==> config.mk <==
export PLATFORM = sky130hd
export DESIGN_NAME = alpha_ced_ctrl
export DESIGN_NICKNAME = d
export VERILOG_FILES = /design/src/rtl/alpha_ced_ctrl.sv
export SDC_FILE = /design/constraint.sdc
export NUM_CORES = 1
export LEC_CHECK = 0
export CORE_MARGIN = 1.5
export CORE_UTILIZATION = 23
export DETAILED_ROUTE_END_ITERATION = 16
export DONT_BUFFER_PORTS = 1
export PLACE_DENSITY_LB_ADDON = 0.12
export SLEW_MARGIN = 15
export SYNTH_ARGS = -nofsm -noshare
export SYNTH_HDL_FRONTEND = slang
export SYNTH_SLANG_ARGS = --single-unit
export TNS_END_PERCENT = 20
==> constraint.sdc <==
create_clock -name clk -period 4.3 [get_ports clk]
set_input_delay 0.86 -clock clk [delete_from_list [all_inputs] [get_ports clk]]
set_output_delay 0.86 -clock clk [all_outputs]
set_load 0.05 [all_outputs]
==> src/rtl/alpha_ced_ctrl.sv <==
`default_nettype none
// ============================================================================
// Module      : alpha_ced_ctrl
// Description : Byte-row rotation (alpha / inverse alpha) over a 4x4 byte
//               state, with an optional concurrent-error-detection pass that
//               undoes the rotation and compares against the original input.
// Revision    : 1.0 - initial release
// ============================================================================
module alpha_ced_ctrl #(
    parameter int CHECK_EN = 1
) (
    input  logic         clk,
    input  logic         rst_n,
    input  logic         in_valid,
    output logic         in_ready,
    input  logic [127:0] in_state,
    input  logic [1:0]   in_cnt,
    input  logic         in_dir,
    input  logic         inj_err,
    output logic         out_valid,
    input  logic         out_ready,
    output logic [127:0] out_state,
    output logic         out_err,
    output logic [7:0]   err_cnt,
    output logic         busy
);

    typedef enum logic [1:0] {
        ST_IDLE = 2'd0,
        ST_FWD  = 2'd1,
        ST_CHK  = 2'd2,
        ST_DONE = 2'd3
    } state_t;

    // One rotation step on every row; inv selects the inverse direction.
    function automatic logic [127:0] alpha_step(input logic [127:0] s, input logic inv);
        logic [127:0] r;
        int           src;
        r = '0;
        for (int row = 0; row < 4; row++) begin
            for (int col = 0; col < 4; col++) begin
                src = inv ? ((col + 3) % 4) : ((col + 1) % 4);
                r[8*(4*row+col) +: 8] = s[8*(4*row+src) +: 8];
            end
        end
        return r;
    endfunction

    state_t         state_q,     state_d;
    logic [127:0]   w_q,         w_d;
    logic [127:0]   o_q,         o_d;
    logic [127:0]   c_q,         c_d;
    logic [1:0]     k_q,         k_d;
    logic [1:0]     cnt_q,       cnt_d;
    logic           dir_q,       dir_d;
    logic           inj_q,       inj_d;
    logic [127:0]   out_state_q, out_state_d;
    logic           out_err_q,   out_err_d;
    logic           out_valid_q, out_valid_d;
    logic [7:0]     err_cnt_q,   err_cnt_d;
    logic           busy_q,      busy_d;

    // A pending injection flips bit 0 once: on the first inverse step, or at
    // the compare itself when there are no steps to take.
    logic [127:0]   w_inj_mask;
    logic [127:0]   w_chk_val;
    logic           w_mismatch;

    assign w_inj_mask = {127'd0, inj_q};
    assign w_chk_val  = c_q ^ w_inj_mask;
    assign w_mismatch = (w_chk_val != o_q);

    // Next-state and datapath decode for the whole controller.
    always_comb begin
        state_d     = state_q;
        w_d         = w_q;
        o_d         = o_q;
        c_d         = c_q;
        k_d         = k_q;
        cnt_d       = cnt_q;
        dir_d       = dir_q;
        inj_d       = inj_q;
        out_state_d = out_state_q;
        out_err_d   = out_err_q;
        out_valid_d = out_valid_q;
        err_cnt_d   = err_cnt_q;
        busy_d      = busy_q;

        case (state_q)
            ST_IDLE: begin
                if (in_valid) begin
                    w_d       = in_state;
                    o_d       = in_state;
                    k_d       = in_cnt;
                    cnt_d     = in_cnt;
                    dir_d     = in_dir;
                    inj_d     = inj_err;
                    out_err_d = 1'b0;
                    busy_d    = 1'b1;
                    state_d   = ST_FWD;
                end
            end
            ST_FWD: begin
                if (k_q != 2'd0) begin
                    w_d = alpha_step(w_q, dir_q);
                    k_d = k_q - 2'd1;
                end else begin
                    out_state_d = w_q;
                    c_d         = w_q;
                    k_d         = cnt_q;
                    if (CHECK_EN != 0) begin
                        state_d = ST_CHK;
                    end else begin
                        out_err_d   = 1'b0;
                        out_valid_d = 1'b1;
                        state_d     = ST_DONE;
                    end
                end
            end
            ST_CHK: begin
                if (k_q != 2'd0) begin
                    c_d   = alpha_step(c_q, ~dir_q) ^ w_inj_mask;
                    inj_d = 1'b0;
                    k_d   = k_q - 2'd1;
                end else begin
                    c_d         = w_chk_val;
                    inj_d       = 1'b0;
                    out_err_d   = w_mismatch;
                    out_valid_d = 1'b1;
                    if (w_mismatch && (err_cnt_q != 8'hFF)) begin
                        err_cnt_d = err_cnt_q + 8'd1;
                    end
                    state_d = ST_DONE;
                end
            end
            ST_DONE: begin
                if (out_ready) begin
                    out_valid_d = 1'b0;
                    busy_d      = 1'b0;
                    state_d     = ST_IDLE;
                end
            end
            default: begin
                state_d = ST_IDLE;
            end
        endcase
    end

    // State registers; reset aborts any operation in flight.
    always_ff @(posedge clk) begin
        if (!rst_n) begin
            state_q     <= ST_IDLE;
            w_q         <= '0;
            o_q         <= '0;
            c_q         <= '0;
            k_q         <= '0;
            cnt_q       <= '0;
            dir_q       <= 1'b0;
            inj_q       <= 1'b0;
            out_state_q <= '0;
            out_err_q   <= 1'b0;
            out_valid_q <= 1'b0;
            err_cnt_q   <= '0;
            busy_q      <= 1'b0;
        end else begin
            state_q     <= state_d;
            w_q         <= w_d;
            o_q         <= o_d;
            c_q         <= c_d;
            k_q         <= k_d;
            cnt_q       <= cnt_d;
            dir_q       <= dir_d;
            inj_q       <= inj_d;
            out_state_q <= out_state_d;
            out_err_q   <= out_err_d;
            out_valid_q <= out_valid_d;
            err_cnt_q   <= err_cnt_d;
            busy_q      <= busy_d;
        end
    end

    assign in_ready  = (state_q == ST_IDLE);
    assign out_valid = out_valid_q;
    assign out_state = out_state_q;
    assign out_err   = out_err_q;
    assign err_cnt   = err_cnt_q;
    assign busy      = busy_q;

endmodule
`default_nettype wire

# Word-level counts from Yosys, hierarchy flattened
# Cells that the tools add are included.
totals:
  regBits: 531
  latchBits: 0
  ramBits: 0
  rom_bits: 0
  inputBits: 136
  output_inout_bits: 140
  wordCells: 122
  memories: 0
classes:
  add_sub_neg: 14
  n_mul: 0
  n_div: 0
  magnitude_cmp: 0
  n_eq_ne: 11
  shifts: 32
  mux: 29
  n_bitwise: 3
  n_reduce_logical: 20
ops:
  columns: ["cell", "n"]
  rows:
  - ["$shiftx 128x32->8", 28]
  - ["$mux 128", 4]
  - ["$pmux 128 s2", 2]
  - ["$shiftx 128x9->8", 4]
  - ["$xor 128x1->128", 2]
  - ["$ne 128x128->1", 1]
  - ["$add 4x29->29 const A", 4]
  - ["$add 5x29->29 const A", 4]
  - ["$mux 2", 11]
  - ["$add 4x2->5 const A", 4]
  - ["$reduce_and 3->1", 6]
  - ["$ne 2x2->1 const B", 6]
  - ["$reduce_bool 2->1", 6]
  - ["$add 8x1->8 const B", 1]
  - ["$ne 8x8->1 const B", 1]
  - ["$pmux 1 s2", 4]
  - ["$pmux 2 s4", 1]
  - ["$reduce_and 2->1", 4]
  - ["$mux 1", 6]
  - ["$pmux 2 s3", 1]
  - ["$eq 2x2->1 const B", 2]
  - ["$reduce_and 4->1", 1]
  - ["$reduce_bool 3->1", 1]
  - ["$eq 2x1->1 const B", 1]
  - ["other kinds (4)", 4]

# Logic depth before layout (Yosys ltp)
logic_depth:
  ltp_word: 6
  depth_mapped: 10

# Worst setup path after synthesis
# Ideal clock, no wire load.
synth_timing:
  path_kind: "reg2reg"
  start: "reg state_q[0]"
  end: "reg w_q[11]"
  setup_time_ps: 65
  arrival_ps: 2406
  t_required_ps: 4235
  setup_slack_ps: 1829
  stages_incl_launch_ff: 10
  path_buffers: 3
  period_less_slack_ps: 2471
  path_cell_list: "dfxtp_1 > inv_1 > ha_1 > nand2b_1 > o211ai_1 > clkbuf_1 > clkbuf_1 > buf_1 > a21oi_1 > nor2_1"
synth_between:
  elab_chain_cells: 3
synth_lines:
  columns: ["element", "line_no", "text"]
  rows:
  - ["start: declaration", "49", "state_t state_q, state_d;"]
  - ["start signal: assignment", "166", "state_q <= state_d;"]
  - ["$logic_not 2->1 *", null, null]
  - ["net in_ready", "15", "output logic in_ready,"]
  - ["$ne 2x2->1 (no line) / $reduce_bool 2->1 (equally long branches)", null, null]
  - ["$reduce_and 3->1 (no line)", null, null]
  - ["end signal: assignment", "167", "w_q <= w_d;"]
  - ["end: declaration", "50", "logic [127:0] w_q, w_d;"]
# The timed path passes the listed nets; every way through them passes the cells marked *.
# A chain may end at the register's enable or synchronous reset.

# Worst setup path after layout
layout_timing:
  start: "reg state_q[0]"
  end: "reg w_q[72]"
# The elaborated chain is that of the path after synthesis.

==> run metrics <==
total power=0.0240 W; top_reg_cell synth=dfxtp_1; average cell area after synthesis=8.61 um^2; final setup fails=0; Tmin final=a little under 3 ns; run status=complete, but fails checks; final cell count without fillers=4,387; CP Data Required Time=~4.8 ns; htree depth=3; worst slew pin tran=about 2.2 ns; Syn Std Cell Area=25,900 um^2; first-pass GRT wire length=around 150,000 um; CTS resizes=0; crit path DAT=3.46 ns; commonest non-fill, non-tap cell in the layout=nand2_1; # placed instances=4,269; initial drt markers=roughly 1.0k; Yosys Warn Count=0; Fillers=~12k; register area share after synthesis=a little over 40%; area grow syn2layout=14.0%; largest net degree at the start of global routing=521; RSZ-0062 raised after global routing=no; NumNets Final=2,993; critical path type=reg2reg; PD cells=813 nW/um^2; crit path max fanout=128; Synth Register Bits=531; die height=339 um; CTS tree=yes; Async SR Flop Fraction=0%; Max Cap Viol=0; maximum vdd drop=504 uV; cts hold-fix bufs=0; latest clock arrival within the worst-skew pair=just over 0.6 ns; Max Clk Rate=~0.34 GHz; clock sinks=531; Max Root-Sink Buffers=3; Clock Pin Slew Worst Setup and Hold Paths=0.06 ns; Die W=339 um; HP Class=in2reg; WL final=around 100,000 um; vias in the first global route=between 20k and 25k; Synth Net Count=3,150; vias=roughly 21k; Post-synth EDFFs=0; register area=10,600 um^2; Fin Hold WS=0.397 ns; GR Overflow Total=0; Core Area=around 110,000 um^2; root buf cell=clkbuf_16; Vias/cell=slightly below 5; Starting Density=between 20% and 30%; Distinct cells, synth=40; GRT Total Usage=around 18%; Die ar.=115,000 um^2; Final ANT Viol Nets=0; TritonCTS Buffers=roughly 70; drt pass-1 iters=7; antenna violations before repair=9; RD Place Congestion=0.750; drc violations=0; Rows=122; Setup Fix Bufs, Post-CTS=0; most frequent cells in the layout=nand2_1, dfxtp_1, mux2i_1, a21boi_0, nor2_1; Post-DP HPWL=71,900 um; leakage=10.7 nW; wire length per cell=23.8 um; failing checks=slew limit; Ports=276; Startpoint Class=register; IO buf count=0; setup TNS=0 ns; Rel. slew slack=-46.8%; Max Transition Viols Final=260; Crit. End Element=register; final clock skew=0.0138 ns; share of cells above drive strength 1=about 5.1%; multi-input logic area=between 10,000 and 15,000 um^2; Fin. Hold Viols=0; Tcrit/Tclk final=69.2%; cell count after synthesis=3,008
==> per-layer routing <==
metal | wire length (um) | part of all wire, % | GRT usage, %
met1 | 46300 | 44 | 22.3
met2 | 50100 | 48 | 30.1
met3 | 5720 | 5.5 | 4.23
met4 | 2100 | 2.0 | 4.68
met5 | 86 | 0.082 | 0
==> cell usage after synthesis, types with 5 or more instances <==
cell type,number,area [um^2]
nand2_1,547,2050
dfxtp_1,531,10600
mux2i_1,265,2650
a21boi_0,262,1970
clkbuf_1,233,875
nor2_1,159,597
inv_1,137,514
a21oi_1,132,661
a211oi_1,129,968
o221ai_1,128,1120
o211a_1,127,1270
nor2b_1,113,707
xnor2_1,86,753
xor2_1,38,333
nand4_1,25,156
buf_1,19,71.3
nor4_1,15,93.8
buf_2,9,45.0
nand2b_1,9,56.3
ha_1,6,75.1
o21ai_0,5,25.0
==> critical path: stages, from the launching register on <==
cell and delay [ns]:
dfxtp_1 0.34, inv_1 0.15, ha_1 0.70, nand2b_1 0.31, o211ai_1 0.35, buf_12 0.47, a211oi_1 0.11, a21oi_1 0.15
nor2b_1 0.06
==> worst paths after layout <==
kind,startpoint,end,slack [ns],depth (start not counted)
max,state_q[0]$_SDFFE_PN0P_,w_q[72]$_SDFFE_PN0P_,1.32,8
min,in_cnt[0],cnt_q[0]$_SDFFE_PN0P_,0.40,2
max reg2reg,state_q[0]$_SDFFE_PN0P_,w_q[72]$_SDFFE_PN0P_,1.32,8
min reg2reg,cnt_q[1]$_SDFFE_PN0P_,cnt_q[1]$_SDFFE_PN0P_,0.46,2
==> sequential cells by signal, summed over array words and instances, names as in the netlist, 2 cells and up <==
register	cells
c_q	128
cnt_q	2
err_cnt	8
k_q	2
o_q	128
out_state	128
state_q	2
w_q	128
==> report_power, final <==
group	total [W]	switching, W	leakage, nW	internal [W]
clock	0.00572	0.00230	1.08	0.00342
sequential	0.00920	0.00277	4.34	0.00643
combinational	0.00910	0.00566	5.24	0.00343
total	0.0240	0.0107	10.7	0.0133
==> through the flow <==
stage	util [%]	cell area [um^2]	setup slack, ns
after floorplan	-	25900	1.83
after global placement	24.6	27300	1.17
final	26.6	29500	1.32
after CTS	26.6	29500	1.21
after global routing	26.6	29500	1.13
after detailed placement	24.6	27300	1.23
==> logic make-up (layout without fill, tap and decap cells) <==
| family | Yosys count | after routing | share of synthesized area, % |
|---|---|---|---|
| xor gates and xnor gates | 125 | 125 | 4.29 |
| muxes | 265 | 265 | 10.2 |
| AOI/OAI and AO/OA | 798 | 798 | 23.7 |
| buffers and inverters | 399 | 288 | 5.86 |
| other | 0 | 2 | 0 |
| adders and majority gates | 6 | 6 | 0.290 |
| and+or+nand+nor | 884 | 884 | 14.6 |
| DFF | 531 | 531 | 41.0 |
==> cell type report <==
class / count / share of cell area (%)
Antenna cell: 2 / 0.0169
Clock buffer: 103 / 7.00
Inverter: 137 / 1.74
Tap cell: 1488 / 6.30
Timing Repair Buffer: 35 / 1.74
Clock inverter: 13 / 0.411
Multi-Input combinational cell: 2078 / 46.8
Sequential cell: 531 / 36.0
Note: power is estimated with default switching activity, not from simulation.
